===== config.mk =====
export PLATFORM = sky130hd
export DESIGN_NAME = fc_seq_ctrl
export DESIGN_NICKNAME = d
export VERILOG_FILES = /design/src/rtl/fc_seq_ctrl.sv
export SDC_FILE = /design/constraint.sdc
export NUM_CORES = 1
export LEC_CHECK = 0
export CAP_MARGIN = 25
export CORE_AREA = 2 2 216 218
export CTS_CLUSTER_DIAMETER = 60
export DETAILED_ROUTE_END_ITERATION = 10
export DIE_AREA = 0 0 218 220
export PLACE_DENSITY = 0.66
export SYNTH_ARGS = -nofsm -noshare
export SYNTH_HDL_FRONTEND = slang
export SYNTH_SLANG_ARGS = --single-unit

===== constraint.sdc =====
create_clock -name clk -period 4.38 [get_ports clk]
set_input_delay 1.314 -clock clk [delete_from_list [all_inputs] [get_ports clk]]
set_output_delay 1.314 -clock clk [all_outputs]
set_load 0.03 [all_outputs]

===== src/rtl/fc_seq_ctrl.sv =====
// fc_seq_ctrl: job sequencer streaming NUM_CHUNK buffer chunks into the 2-output FC engine.
// Define FC_SEQ_PERF_EN to build the job cycle counter driven on perf_cycles.
module fc_seq_ctrl #(
    parameter int unsigned NUM_CHUNK = 32,
    parameter int unsigned CHUNK_GAP = 13,
    parameter int unsigned DRAIN_LAT = 13,
    parameter int unsigned ADDR_W    = 5
) (
    input  logic              clk,
    input  logic              rst_n,
    input  logic              start,
    output logic              busy,
    output logic              done,
    output logic              buf_rd,
    output logic [ADDR_W-1:0] buf_addr,
    input  logic [71:0]       feat_data,
    input  logic [71:0]       wgt1_data,
    input  logic [71:0]       wgt2_data,
    input  logic [31:0]       bias_data,
    output logic              fc_valid_i,
    output logic [71:0]       fc_data_in,
    output logic [71:0]       fc_weight1,
    output logic [71:0]       fc_weight2,
    output logic [31:0]       fc_bias,
    input  logic              fc_valid_o,
    input  logic [7:0]        fc_data1,
    input  logic [7:0]        fc_data2,
    output logic [7:0]        res_data1,
    output logic [7:0]        res_data2,
    output logic              res_err,
    output logic [15:0]       perf_cycles
);

    localparam int unsigned TMR_W = 16;
    localparam logic [TMR_W-1:0]  GAP_LOAD   = TMR_W'(CHUNK_GAP - 4);
    localparam logic [TMR_W-1:0]  DRAIN_LOAD = TMR_W'(DRAIN_LAT - 1);
    localparam logic [ADDR_W-1:0] LAST_CHUNK = ADDR_W'(NUM_CHUNK - 1);

    typedef enum logic [2:0] {
        IDLE,
        FETCH,
        LOAD,
        ISSUE,
        GAP,
        DRAIN,
        DONE
    } state_t;

    state_t            state_q, state_d;
    logic [ADDR_W-1:0] chunk_q, chunk_d;
    logic [TMR_W-1:0]  tmr_q, tmr_d;
    logic              load_en;
    logic              capture_en;

    logic [71:0] fc_data_in_q, fc_weight1_q, fc_weight2_q;
    logic [31:0] fc_bias_q;
    logic [7:0]  res_data1_q, res_data2_q;
    logic        res_err_q;

    always_ff @(posedge clk or negedge rst_n) begin
        if (!rst_n) begin
            state_q <= IDLE;
            chunk_q <= '0;
            tmr_q   <= '0;
        end else begin
            state_q <= state_d;
            chunk_q <= chunk_d;
            tmr_q   <= tmr_d;
        end
    end

    // Timers count down to zero; loaded with (length - 1) on entry to GAP/DRAIN.
    always_comb begin
        state_d    = state_q;
        chunk_d    = chunk_q;
        tmr_d      = tmr_q;
        load_en    = 1'b0;
        capture_en = 1'b0;
        case (state_q)
            IDLE: begin
                if (start) begin
                    state_d = FETCH;
                end
            end
            FETCH: begin
                state_d = LOAD;
            end
            LOAD: begin
                load_en = 1'b1;
                state_d = ISSUE;
            end
            ISSUE: begin
                if (chunk_q == LAST_CHUNK) begin
                    chunk_d = '0;
                    tmr_d   = DRAIN_LOAD;
                    state_d = DRAIN;
                end else begin
                    chunk_d = chunk_q + ADDR_W'(1);
                    tmr_d   = GAP_LOAD;
                    state_d = GAP;
                end
            end
            GAP: begin
                if (tmr_q == '0) begin
                    state_d = FETCH;
                end else begin
                    tmr_d = tmr_q - TMR_W'(1);
                end
            end
            DRAIN: begin
                if (tmr_q == '0) begin
                    capture_en = 1'b1;
                    state_d    = DONE;
                end else begin
                    tmr_d = tmr_q - TMR_W'(1);
                end
            end
            DONE: begin
                state_d = IDLE;
            end
            default: begin
                state_d = IDLE;
            end
        endcase
    end

    always_ff @(posedge clk or negedge rst_n) begin
        if (!rst_n) begin
            fc_data_in_q <= '0;
            fc_weight1_q <= '0;
            fc_weight2_q <= '0;
            fc_bias_q    <= '0;
        end else if (load_en) begin
            fc_data_in_q <= feat_data;
            fc_weight1_q <= wgt1_data;
            fc_weight2_q <= wgt2_data;
            fc_bias_q    <= bias_data;
        end
    end

    // Results are latched on entry to DONE so they are already valid alongside the done pulse.
    always_ff @(posedge clk or negedge rst_n) begin
        if (!rst_n) begin
            res_data1_q <= '0;
            res_data2_q <= '0;
            res_err_q   <= 1'b0;
        end else if (capture_en) begin
            res_data1_q <= fc_data1;
            res_data2_q <= fc_data2;
            res_err_q   <= ~fc_valid_o;
        end
    end

    assign busy       = (state_q != IDLE);
    assign done       = (state_q == DONE);
    assign buf_rd     = (state_q == FETCH);
    assign fc_valid_i = (state_q == ISSUE);
    assign buf_addr   = chunk_q;
    assign fc_data_in = fc_data_in_q;
    assign fc_weight1 = fc_weight1_q;
    assign fc_weight2 = fc_weight2_q;
    assign fc_bias    = fc_bias_q;
    assign res_data1  = res_data1_q;
    assign res_data2  = res_data2_q;
    assign res_err    = res_err_q;

`ifdef FC_SEQ_PERF_EN
    logic [15:0] perf_q, perf_d;

    // Accept loads 1 so the value shown in busy cycle n is n; DONE is the last counted cycle.
    always_comb begin
        perf_d = perf_q;
        if (state_q == IDLE) begin
            if (start) begin
                perf_d = 16'd1;
            end
        end else if (state_q != DONE && perf_q != 16'hFFFF) begin
            perf_d = perf_q + 16'd1;
        end
    end

    always_ff @(posedge clk or negedge rst_n) begin
        if (!rst_n) begin
            perf_q <= '0;
        end else begin
            perf_q <= perf_d;
        end
    end

    assign perf_cycles = perf_q;
`else
    assign perf_cycles = 16'h0000;
`endif

endmodule

==> reports/metrics.cfg, run 1 <==
[cts]
path_clk_slew_ps=60
cts_resized=0
cts_tree=built
cts_setup_buffers=0
clk_path_buf_depth=3
cts.sinks=289
htree_levels=2
cts-root-buf=clkbuf_16
clk_latency_ps=530
ctsHoldBuffers=0
cts_buffers=38

[synthesis]
async_reset_ff_share_pct=100
synthesis.area_um2=11300
synth_edf_count=0
synth_seq_area_share_pct=64.0
yosys_warnings=0
synthFlopType=dfrtp_1
synth_cell_types=47
ys_top_cells_by_area=dfrtp_1, mux2_2, mux2_4
yosysMostFrequentCell=dfrtp_1
yosysTopAreaCell=dfrtp_1
syn-instance-count=716
synth_top_cell_area_share_pct=64.0
synth_common_cells=dfrtp_1, mux2_2, buf_2
syn_area_per_cell_um2=15.8
synth-seq-cells=289

[flow_run]
cap_violations=0

[detailed_routing]
wl_um=33700
drc=0
drt_iter0_markers=312
firstDrtPassIters=4
vias=7927
wl_per_cell_um=17.7
antenna_left=0
vias_per_cell=4.17

[sta]
grt_setup_unrepaired=no
period_share_pct=80.7
finalSetupTns_ps=0
relSlewSlack_pct=39.8
fmax_mhz=283
tightest_slew_ps=904
setup_viol=0
final-max-slew-violation-count=0
finalCriticalPeriod_ps=3530
hold_violations=0
skew_ps=14.6
timing.final.ws_setup_ps=847

[power]
power_mw=6.83
p_per_area_nw_per_um2=367
leakagePower_nw=7.59
ir_worst_vdd_uv=304

[floorplan]
core-area_um2=45900
io_pins=558
initial_core_util_pct=24.6
dieArea_um2=48000
fp.dieH_um=220
rows=79
die-width_um=218

[worst_setup_path]
r2r-end=res_data2[7]$_DFFE_PN0P_
rrSetupSlack_ps=1970
crit_required_ps=3070
cp.arrival_ps=2220
crit_type=reg -> out
reg2reg_depth=6
cp_max_fo=10
endpoint_kind=output port
reg2reg_from=tmr_q[0]$_DFFE_PN0P_
start_kind=flop

[global_routing]
grt_pass1_wl_um=49400
grt_usage_pct=13.4
first_global_vias=8329
gr-total-overflow=0
antenna_found_initial=0
grt_max_degree=141

[min_path]
hp-class=reg -> reg
hold_depth=1
min_from=fc_weight2[53]$_DFFE_PN0P_
hold-path-endpoint=fc_weight2[53]$_DFFE_PN0P_

[placement]
place_ws_ps=1410
dp_hpwl_um=25100
io_buffers=541
gp_congestion=0.819

[cells_and_area]
diodes=0
final_layout_size_suffix_gt1_share_pct=26.5
nets=1544
syn2layout_area_growth_pct=64.7

[outcome]
status=complete, no violations

state kept, by name, summed over array words and instances, names as in the netlist:
register	cells
fc_data_in	72
fc_weight1	72
fc_weight2	72
fc_bias	32
tmr_q	16
res_data1	8
res_data2	8
buf_addr	5
state_q	3
res_err	1
cells in the final DEF (no fill, tap or decap), types with 3 or more instances in the layout:
cell type	count
a21oi_1	4
and3_1	4
buf_12	5
buf_4	5
bufinv_16	3
clkbuf_1	6
clkbuf_16	39
clkbuf_8	5
clkdlybuf4s50_1	540
clkinv_4	3
conb_1	16
dfrtp_1	289
ha_1	3
inv_1	4
mux2_2	255
mux2_4	10
mux2i_1	8
nand2_1	25
nand2b_1	3
nand3_1	3
nor2_1	4
nor4_1	4
o21ai_0	11
or3_1	5
report_power, final:
| part | leakage (nW) | switching, mW | internal (mW) |
|---|---|---|---|
| Sequential | 3.44 | 0.0585 | 2.79 |
| Clock | 0.601 | 1.16 | 1.89 |
| Combinational | 3.55 | 0.445 | 0.490 |
| Total | 7.59 | 1.66 | 5.17 |
metal layers:
layer	GRT usage [%]	vias up	share of wire, %
li1	-	3652	-
met1	15.6	3958	39
met2	23.9	268	52
met3	4.06	49	6.7
met4	3.70	0	1.9
met5	0	-	0
metrics by stage:
step                      area [um2]  hold slack (ps)  cells  util (%)
final                          18600              502   1902      40.6
after global routing           18600              515   1902      40.6
after CTS                      18600              506   1902      40.6
after detailed placement       17400              494   1840      37.9
after global placement         17400              488   1840      37.9
after floorplan                11300              485    731         -
layout make-up:
type                    instances  area (um2)
flip-flops and latches        289        7230
inverters                       5        18.8
well taps                     607         759
clock inverters                12         163
multi-input cells             388        3800
fillers                      4268       27300
repair buffers                551        5560
clock buffers                  50        1070
worst max-delay path by stage:
stage / start / to / slack (ps) / depth (start not counted)
floorplan: state_q[0]$_DFFE_PN0P_ / buf_rd / 1720 / 3
global placement: state_q[2]$_DFFE_PN0P_ / fc_valid_i / 1450 / 3
detailed placement: state_q[2]$_DFFE_PN0P_ / fc_valid_i / 1410 / 3
CTS: state_q[2]$_DFFE_PN0P_ / fc_valid_i / 810 / 3
global route: state_q[2]$_DFFE_PN0P_ / fc_valid_i / 710 / 3
finish: state_q[2]$_DFFE_PN0P_ / fc_valid_i / 850 / 3
logic make-up (layout without fill, tap and decap cells):
| family | Yosys count | after routing | synth area share [%] |
|---|---|---|---|
| multiplexers | 273 | 273 | 27.5 |
| AO/OA/AOI/OAI | 28 | 28 | 1.56 |
| adder cells (fa/ha/maj) | 3 | 3 | 0.332 |
| other | 1 | 16 | 0.0332 |
| AND/OR/NAND/NOR | 68 | 68 | 3.74 |
| buffers and inverters | 54 | 618 | 2.81 |
| flip-flops | 289 | 289 | 64.0 |
worst max-delay path, cell delays in order, from the launching register on:
cell             delay (ps)
dfrtp_1                 530
nand3b_1                190
clkinv_1                270
clkdlybuf4s50_1         700
(Power assumes the default switching activity.)
==> run 2, diff against run 1 <==
==> constraint.sdc (replaced) <==
create_clock -name clk -period 3.25 [get_ports clk]
set_input_delay 0.975 -clock clk [delete_from_list [all_inputs] [get_ports clk]]
set_output_delay 0.975 -clock clk [all_outputs]
set_load 0.03 [all_outputs]
==> reports/metrics.cfg, run 2 (same netlist as run 1, synthesis figures left out) <==
[floorplan]
initial_core_util_pct=24.6
core-area_um2=45900
io_pins=558
rows=79
die-width_um=218
dieArea_um2=48000
fp.dieH_um=220

[cells_and_area]
regArea_um2=7230
final_layout_size_suffix_gt1_share_pct=26.5
diodes=0
mostFrequentLayoutCell=clkdlybuf4s50_1
fillCellCount=4312
fin_cells=1907
layout_common_cells=clkdlybuf4s50_1, dfrtp_1, mux2_2
multiInputGateArea_um2=3800
syn2layout_area_growth_pct=64.2
final_util_pct=40.4
nets=1544

[worst_setup_path]
cp_slowest_stage_delay_ps=710
reg2reg_depth=6
critPathSlowestCell=clkdlybuf4s50_1
rrSetupSlack_ps=890
crit_type=reg -> out
path_buf_inv=2
crit_path_start=state_q[0]$_DFFE_PN0P_
reg2reg_from=tmr_q[0]$_DFFE_PN0P_
endpoint_kind=output port
r2r-end=res_data2[7]$_DFFE_PN0P_
crit_required_ps=2270
start_kind=flop
cp.arrival_ps=2080
cp_top_family=buffers and inverters
crit_path_cell_trace=inv_1, nor3_1, clkdlybuf4s50_1
cp_max_fo=8

[detailed_routing]
drt_iter0_markers=331
vias_per_cell=4.22
wl_per_cell_um=17.7
antenna_left=0
vias=8052
wl_um=33700
drc=0
firstDrtPassIters=5

[cts]
ctsHoldBuffers=0
cts_buffers=36
htree_levels=2
clk_latency_ps=530
path_clk_slew_ps=60
cts_setup_buffers=0
cts.sinks=289
cts_tree=built
cts_resized=0
clk_path_buf_depth=3
cts-root-buf=clkbuf_16

[placement]
place_ws_ps=747
gp_congestion=0.839
io_buffers=541
dp_hpwl_um=25400
placedCellCount=1842

[sta]
timing.final.ws_setup_ps=191
tightest_slew_ps=923
skew_ps=12.6
hold_violations=0
fmax_mhz=327
period_share_pct=94.1
finalCriticalPeriod_ps=3060
setup_viol=0
finalSetupTns_ps=0
relSlewSlack_pct=38.5
grt_setup_unrepaired=no
final-max-slew-violation-count=0

[flow_run]
cap_violations=0

[global_routing]
antenna_found_initial=0
grt_max_degree=134
grt_usage_pct=13.2
gr-total-overflow=0
first_global_vias=8245
grt_pass1_wl_um=49000

[min_path]
hp-class=in -> async

[outcome]
status=complete, no violations

[power]
power_mw=8.93
leakagePower_nw=7.57
p_per_area_nw_per_um2=482
ir_worst_vdd_uv=299

-- run 2: cell types whose count changed in the layout (fill, tap and decap cells not counted), moves of 2 or more --
| cell | previous run | this run |
|---|---|---|
| clkbuf_8 | 5 | 9 |
| clkbuf_1 | 6 | 10 |
| clkbuf_16 | 39 | 37 |
| bufinv_16 | 3 | 0 |
| clkinv_2 | 2 | 4 |
| clkinv_4 | 3 | 1 |
| buf_4 | 5 | 7 |
-- run 2: per-layer routing --
layer | global-route usage, % | wire [um]
met5 | 0 | 0
met4 | 4.83 | 993
met3 | 4.51 | 2660
met2 | 23.0 | 17500
met1 | 15.1 | 12600
-- run 2: final cells by class --
type	instances	share of cell area, %
flip-flops and latches	289	39.0
inverters	5	0.101
clock buffers	56	5.87
multi-input cells	388	20.5
clock inverters	9	0.337
well taps	607	4.10
repair buffers	553	30.1
-- run 2: power breakdown --
group          switching, mW  leakage [nW]  internal, mW
sequential            0.0801          3.44          3.76
combinational          0.596          3.56         0.660
clock                   1.53         0.566          2.31
total                   2.20          7.57          6.73
-- run 2: stage by stage --
stage / hold WS [ps] / instance area [um2]
floorplan: 485 / 11300
global placement: 488 / 17400
detailed placement: 494 / 17400
CTS: 393 / 18500
global route: 414 / 18500
finish: 401 / 18500
-- run 2: worst max-delay path by stage --
stage | endpoint | slack, ps | cells after the start
2_1_floorplan | buf_rd | 930 | 3
3_3_place_gp | buf_rd | 750 | 3
3_5_place_dp | buf_rd | 750 | 3
4_1_cts | buf_rd | 130 | 3
5_1_grt | buf_rd | 30 | 3
6_report | buf_rd | 190 | 3
==> run 3, diff against run 2 <==
==> config.mk (replaced) <==
export PLATFORM = sky130hd
export DESIGN_NAME = fc_seq_ctrl
export DESIGN_NICKNAME = d
export VERILOG_FILES = /design/src/rtl/fc_seq_ctrl.sv
export SDC_FILE = /design/constraint.sdc
export NUM_CORES = 1
export LEC_CHECK = 0
export ABC_AREA = 1
export CAP_MARGIN = 25
export CORE_AREA = 2 2 219 221
export CTS_CLUSTER_DIAMETER = 60
export DETAILED_ROUTE_END_ITERATION = 10
export DIE_AREA = 0 0 221 223
export PLACE_DENSITY = 0.65
export RECOVER_POWER = 100
export SYNTH_ARGS = -nofsm -noshare
export SYNTH_HDL_FRONTEND = slang
export SYNTH_SLANG_ARGS = --single-unit
==> reports/metrics.cfg, run 3 <==
[floorplan]
dieArea_um2=49300
initial_core_util_pct=24.5
io_pins=558
fp.dieH_um=223
core-area_um2=47100
die-width_um=221
rows=80

[sta]
finalCriticalPeriod_ps=3020
finalSetupTns_ps=0
relSlewSlack_pct=-29.2
skew_ps=28.3
final-max-slew-violation-count=308
setup_viol=0
timing.final.ws_setup_ps=231
tightest_slew_ps=1940
period_share_pct=92.9
grt_setup_unrepaired=no
hold_violations=0
fmax_mhz=331
whs_ps=484

[global_routing]
grt_pass1_wl_um=53000
grt_usage_pct=13.7
grt_max_degree=136
first_global_vias=9029
antenna_found_initial=2
gr-total-overflow=0

[detailed_routing]
drc=0
vias=8380
wl_per_cell_um=17.1
antenna_left=0
firstDrtPassIters=4
drt_iter0_markers=298
wl_um=34500
vias_per_cell=4.16

[cts]
ctsHoldBuffers=0
cts_tree=built
path_clk_slew_ps=60
cts.sinks=289
cts_buffers=37
clk_latency_ps=530
cts-root-buf=clkbuf_16
clk_path_buf_depth=3
htree_levels=2

[cells_and_area]
mostFrequentLayoutCell=dfrtp_1
fillCellCount=4558
multiInputGateArea_um2=3780
layout_common_cells=dfrtp_1, dlygate4sd3_1, clkdlybuf4s50_1
final_util_pct=39.2
regArea_um2=7230
final_layout_size_suffix_gt1_share_pct=19.9
syn2layout_area_growth_pct=59.8
diodes=0
nets=1652

[worst_setup_path]
critPathSlowestCell=dlygate4sd3_1
cp_max_fo=5
reg2reg_depth=4
cp_slowest_stage_delay_ps=810
crit_required_ps=2270
rrSetupSlack_ps=410
start_kind=flop
cp.arrival_ps=2040
cp_top_family=buffers and inverters
endpoint_kind=output port
path_buf_inv=1
crit_type=reg -> out
reg2reg_from=state_q[2]$_DFFE_PN0P_
crit_path_cell_trace=nand2_1, nor2_1, dlygate4sd3_1
r2r-end=fc_weight1[66]$_DFFE_PN0P_

[min_path]
min_from=fc_weight2[4]$_DFFE_PN0P_
hold_depth=1
hold-path-endpoint=fc_weight2[4]$_DFFE_PN0P_
hp-class=reg -> reg

[power]
power_frac_clock_pct=18.3
net-switching-power_mw=8.46
seqPwrFrac_pct=31.3
p_per_area_nw_per_um2=1100
p_int_mw=11.9
leakagePower_nw=7.87
combPwrFrac_pct=50.4
switching_share_pct=41.6
ir_worst_vdd_uv=609

[placement]
place_ws_ps=650
dp_hpwl_um=25900
io_buffers=541
gp_congestion=0.815

[synthesis]
synth_cell_types=33
yosys_warnings=0
ys_top_cells_by_area=dfrtp_1, mux2_2, mux2_1
synth_seq_area_share_pct=62.5
synth-seq-cells=289
synth_common_cells=dfrtp_1, mux2_2, nand2_1
yosysMostFrequentCell=dfrtp_1
synth_edf_count=0
syn_area_per_cell_um2=14.0
synth_top_cell_area_share_pct=62.5
async_reset_ff_share_pct=100
synthesis.area_um2=11600
syn-instance-count=827
yosysTopAreaCell=dfrtp_1
synthFlopType=dfrtp_1

[outcome]
status=complete, but fails checks
violations=max-capacitance violations, max-slew violations

[flow_run]
cap_violations=3

run 3: final cells by class:
| cell class | count | area share [%] |
|---|---|---|
| flip-flops and latches | 289 | 39.1 |
| repair buffers | 550 | 29.5 |
| multi-input cells | 461 | 20.5 |
| clock buffers | 48 | 5.50 |
| well taps | 615 | 4.16 |
| inverters | 42 | 0.866 |
| clock inverters | 9 | 0.419 |
run 3: worst max-delay path by stage:
stage,start,to,slack [ps],cells after the start
2_1_floorplan,state_q[1]$_DFFE_PN0P_,buf_rd,1110,4
3_3_place_gp,state_q[1]$_DFFE_PN0P_,fc_valid_i,630,3
3_5_place_dp,state_q[1]$_DFFE_PN0P_,fc_valid_i,650,3
4_1_cts,state_q[1]$_DFFE_PN0P_,fc_valid_i,60,3
5_1_grt,state_q[2]$_DFFE_PN0P_,done,130,3
6_report,state_q[2]$_DFFE_PN0P_,done,230,3
run 3: timing repair:
| action | in CTS | in global routing |
|---|---|---|
| hold endpoints to repair | 0 | 0 |
| resized for setup | 0 | 2 |
| setup endpoints to repair | 0 | 2 |
| buffers inserted | 0 | 0 |
run 3: worst register-to-register path: stages, from the launching register on:
cell	delay (ps)
dfrtp_1	500
inv_4	100
nand3_1	130
clkbuf_4	1240
mux2_2	730
run 3: through the flow:
stage / instance area (um2) / std cells / total power [mW]
floorplan: 11600 / 842 / 12.8
global placement: 17600 / 1957 / 17.4
detailed placement: 17600 / 1957 / 17.6
CTS: 18700 / 2014 / 21.5
global route: 18500 / 2014 / 21.5
finish: 18500 / 2014 / 20.4
run 3: cells by family (layout without fill, tap and decap cells):
group | Yosys count | in the layout | share of synthesized area, %
muxes | 248 | 248 | 24.1
DFF | 289 | 289 | 62.5
adders and majority gates | 3 | 3 | 0.324
other | 1 | 16 | 0.0324
buffers and inverters | 92 | 649 | 4.63
AOI/OAI and AO/OA | 40 | 40 | 2.31
and+or+nand+nor | 149 | 149 | 5.68
xor gates and xnor gates | 5 | 5 | 0.378
run 3: metal layers:
metal	vias up	wire, um	track usage (%)	share of wire, %
met5	-	13	0	0.038
met2	343	17800	24.2	52
li1	3863	-	-	-
met3	47	2530	4.46	7.3
met4	2	781	4.39	2.3
met1	4125	13300	15.7	39
run 3: power by group through the flow:
| stage | registers, mW | logic (mW) | clock network, mW |
|---|---|---|---|
| 4_1_cts | 6.48 | 11.1 | 3.87 |
| 3_5_place_dp | 6.52 | 11.1 | 0 |
| 3_3_place_gp | 6.44 | 11.0 | 0 |
| 6_report | 6.38 | 10.3 | 3.72 |
| 2_1_floorplan | 9.83 | 2.95 | 0 |
| 5_1_grt | 6.64 | 10.8 | 4.03 |
==> RTL change, RTL diff (flow settings as in run 2) <==
The option `FC_SEQ_PERF_EN` is turned on by a define.
--- a/src/rtl/fc_seq_ctrl.sv
+++ b/src/rtl/fc_seq_ctrl.sv
@@ -2,2 +2,4 @@
 // Define FC_SEQ_PERF_EN to build the job cycle counter driven on perf_cycles.
+`define FC_SEQ_PERF_EN
+
 module fc_seq_ctrl #(
Check against the original RTL: not equivalent (Yosys sat finds a counterexample within 4 cycles, from zero or initial values and one cycle with rst_n low).
==> RTL change against run 2 <==
Routed wire length rose by 8.0%; non-clock buffer count rose by 33; largest cell class unchanged; worst setup slack got worse by 58 ps; final area rose by 6.9%; sequential cell count rose by 16; fmax fell by 1.9%; synthesized area rose by 6.0%; register-to-register slack improved by 70 ps; sequential share of layout area fell by 0.48 points; clock skew rose by 2.5 ps; highest routed layer unchanged; power rose by 7.8%.
==> RTL change: results (changes against run 2) <==
| Metric | Value |
|---|---|
| Status | completed |
| NonClk Buf Share | 0.300 (-0.000929) |
| Worst r2r src | state_q[1]$_DFFE_PN0P_ |
| Adder-Cell Fraction of Synth Area | 0.00418 (+0.000858) |
| Sw Share | 0.240 (-0.00647) |
| Seq_cells | 305 (+5.5%) |
| Vias in the first global route | 9529 (+16%) |
| Sequential power | 4.04 mW (+5.2%) |
| DRT Wirelength | 36400 um (+8.0%) |
| DRT iter0 DRCs | 309 (-6.6%) |
| Maximum vdd drop | 0.000382 V (+28%) |
| Multi-input logic area | 4140 sq um (+8.7%) |
| Sequential Area | 7630 sq um (+5.5%) |
| #MultiIn Comb | 449 (+16%) |
| Routability cong. | 0.855 (+1.9%) |
| Nonclk inv count | 8 (+3) |
| Drt first pass iters | 4 (-1) |
| Non-clk bufs | 586 (+6.0%) |
| Dpl ws | 338 ps (-408 ps) |
| Critical path arrival | 2140 ps (+60 ps) |
| Largest net degree at the start of global routing | 89 (-34%) |
| DP Area | 18500 sq um (+6.4%) |
| Share of cells above drive strength 1 | 0.258 (-0.00703) |
| Nets | 1661 (+7.6%) |
| Port bufs | 557 (+3.0%) |
| Register area share after synthesis | 0.638 (-0.00270) |
| Vias | 8873 (+10%) |
| Leakage | 8.10 nW (+7.0%) |
| Unique masters post-synth | 48 (+2.1%) |
| Mux cell area share after synthesis | 0.255 (-0.0195) |
| CLK BUF | 58 (+3.6%) |
| Slew HR | 0.484 (+0.0991) |
| CP max FO | 10 (+2) |
| XOR/XNOR Fraction of Synth Area | 0.00659 (+0.00659) |
| Sequential fraction of design power | 0.420 (-0.010) |
| Antenna violations before repair | 1 (+1) |
| First-pass GRT wire length | 54500 um (+11%) |
| Synth Area in Compound Gates | 0.0234 (+0.00780) |
| Syn_area_per_cell | 15.0 sq um (-4.8%) |
| Critical Path Start | state_q[2]$_DFFE_PN0P_ |
| Final Util | 0.432 (+0.0277) |
| CTS Buf Count | 39 (+8.3%) |
==> RTL change: cell types whose count changed after synthesis, sizes merged, moves of 5 or more <==
cell / delta
buf: -22
clkbuf: +8
dfrtp: +16
nand2: +5
nand4: +5
nor2: +18
nor3: +6
o211ai: +5
or4: +8
xnor2: +5
==> RTL change: what timing repair did <==
item | 4_1_cts | 5_1_grt
buffers inserted | 0 | 0
endpoints found under the setup margin | 1 | 1
endpoints found under the hold margin | 0 | 0
pin swaps | 0 | 0
hold buffers | 0 | 0
gates resized for setup | 1 | 1
==> RTL change: cells by family (layout without fill, tap and decap cells) <==
family / Yosys count / count (layout)
AO/OA/AOI/OAI: 44 / 44
XOR/XNOR: 9 / 9
adder cells (fa/ha/maj): 4 / 4
other: 0 / 1
multiplexers: 272 / 272
flip-flops: 305 / 305
AND/OR/NAND/NOR: 120 / 120
buffers and inverters: 43 / 663
==> RTL change: path summary, 6_finish.rpt <==
kind | to | slack (ps) | cells after the start
worst max-delay path | done | 130 | 3
worst min-delay path | fc_bias[23]$_DFFE_PN0P_ | 450 | 1
worst max register to register | fc_weight2[11]$_DFFE_PN0P_ | 960 | 4
worst min register to register | res_data1[6]$_DFFE_PN0P_ | 500 | 1
max in group asynchronous | fc_data_in[15]$_DFFE_PN0P_ | 2000 | 2
min in group clk | res_data1[6]$_DFFE_PN0P_ | 500 | 1
==> RTL change: worst max-delay path, cell delays in order, from the launching register on <==
cell and delay [ps]:
dfrtp_1 550, nand3b_1 220, inv_1 160, clkdlybuf4s50_1 690
==> RTL change: per-layer routing <==
layer / vias to the layer above / wire length, um / GRT usage
li1: 4059 / - / -
met1: 4445 / 13800 / 0.167
met2: 314 / 19000 / 0.259
met3: 55 / 2730 / 0.0438
met4: 0 / 950 / 0.0571
met5: - / 0 / 0
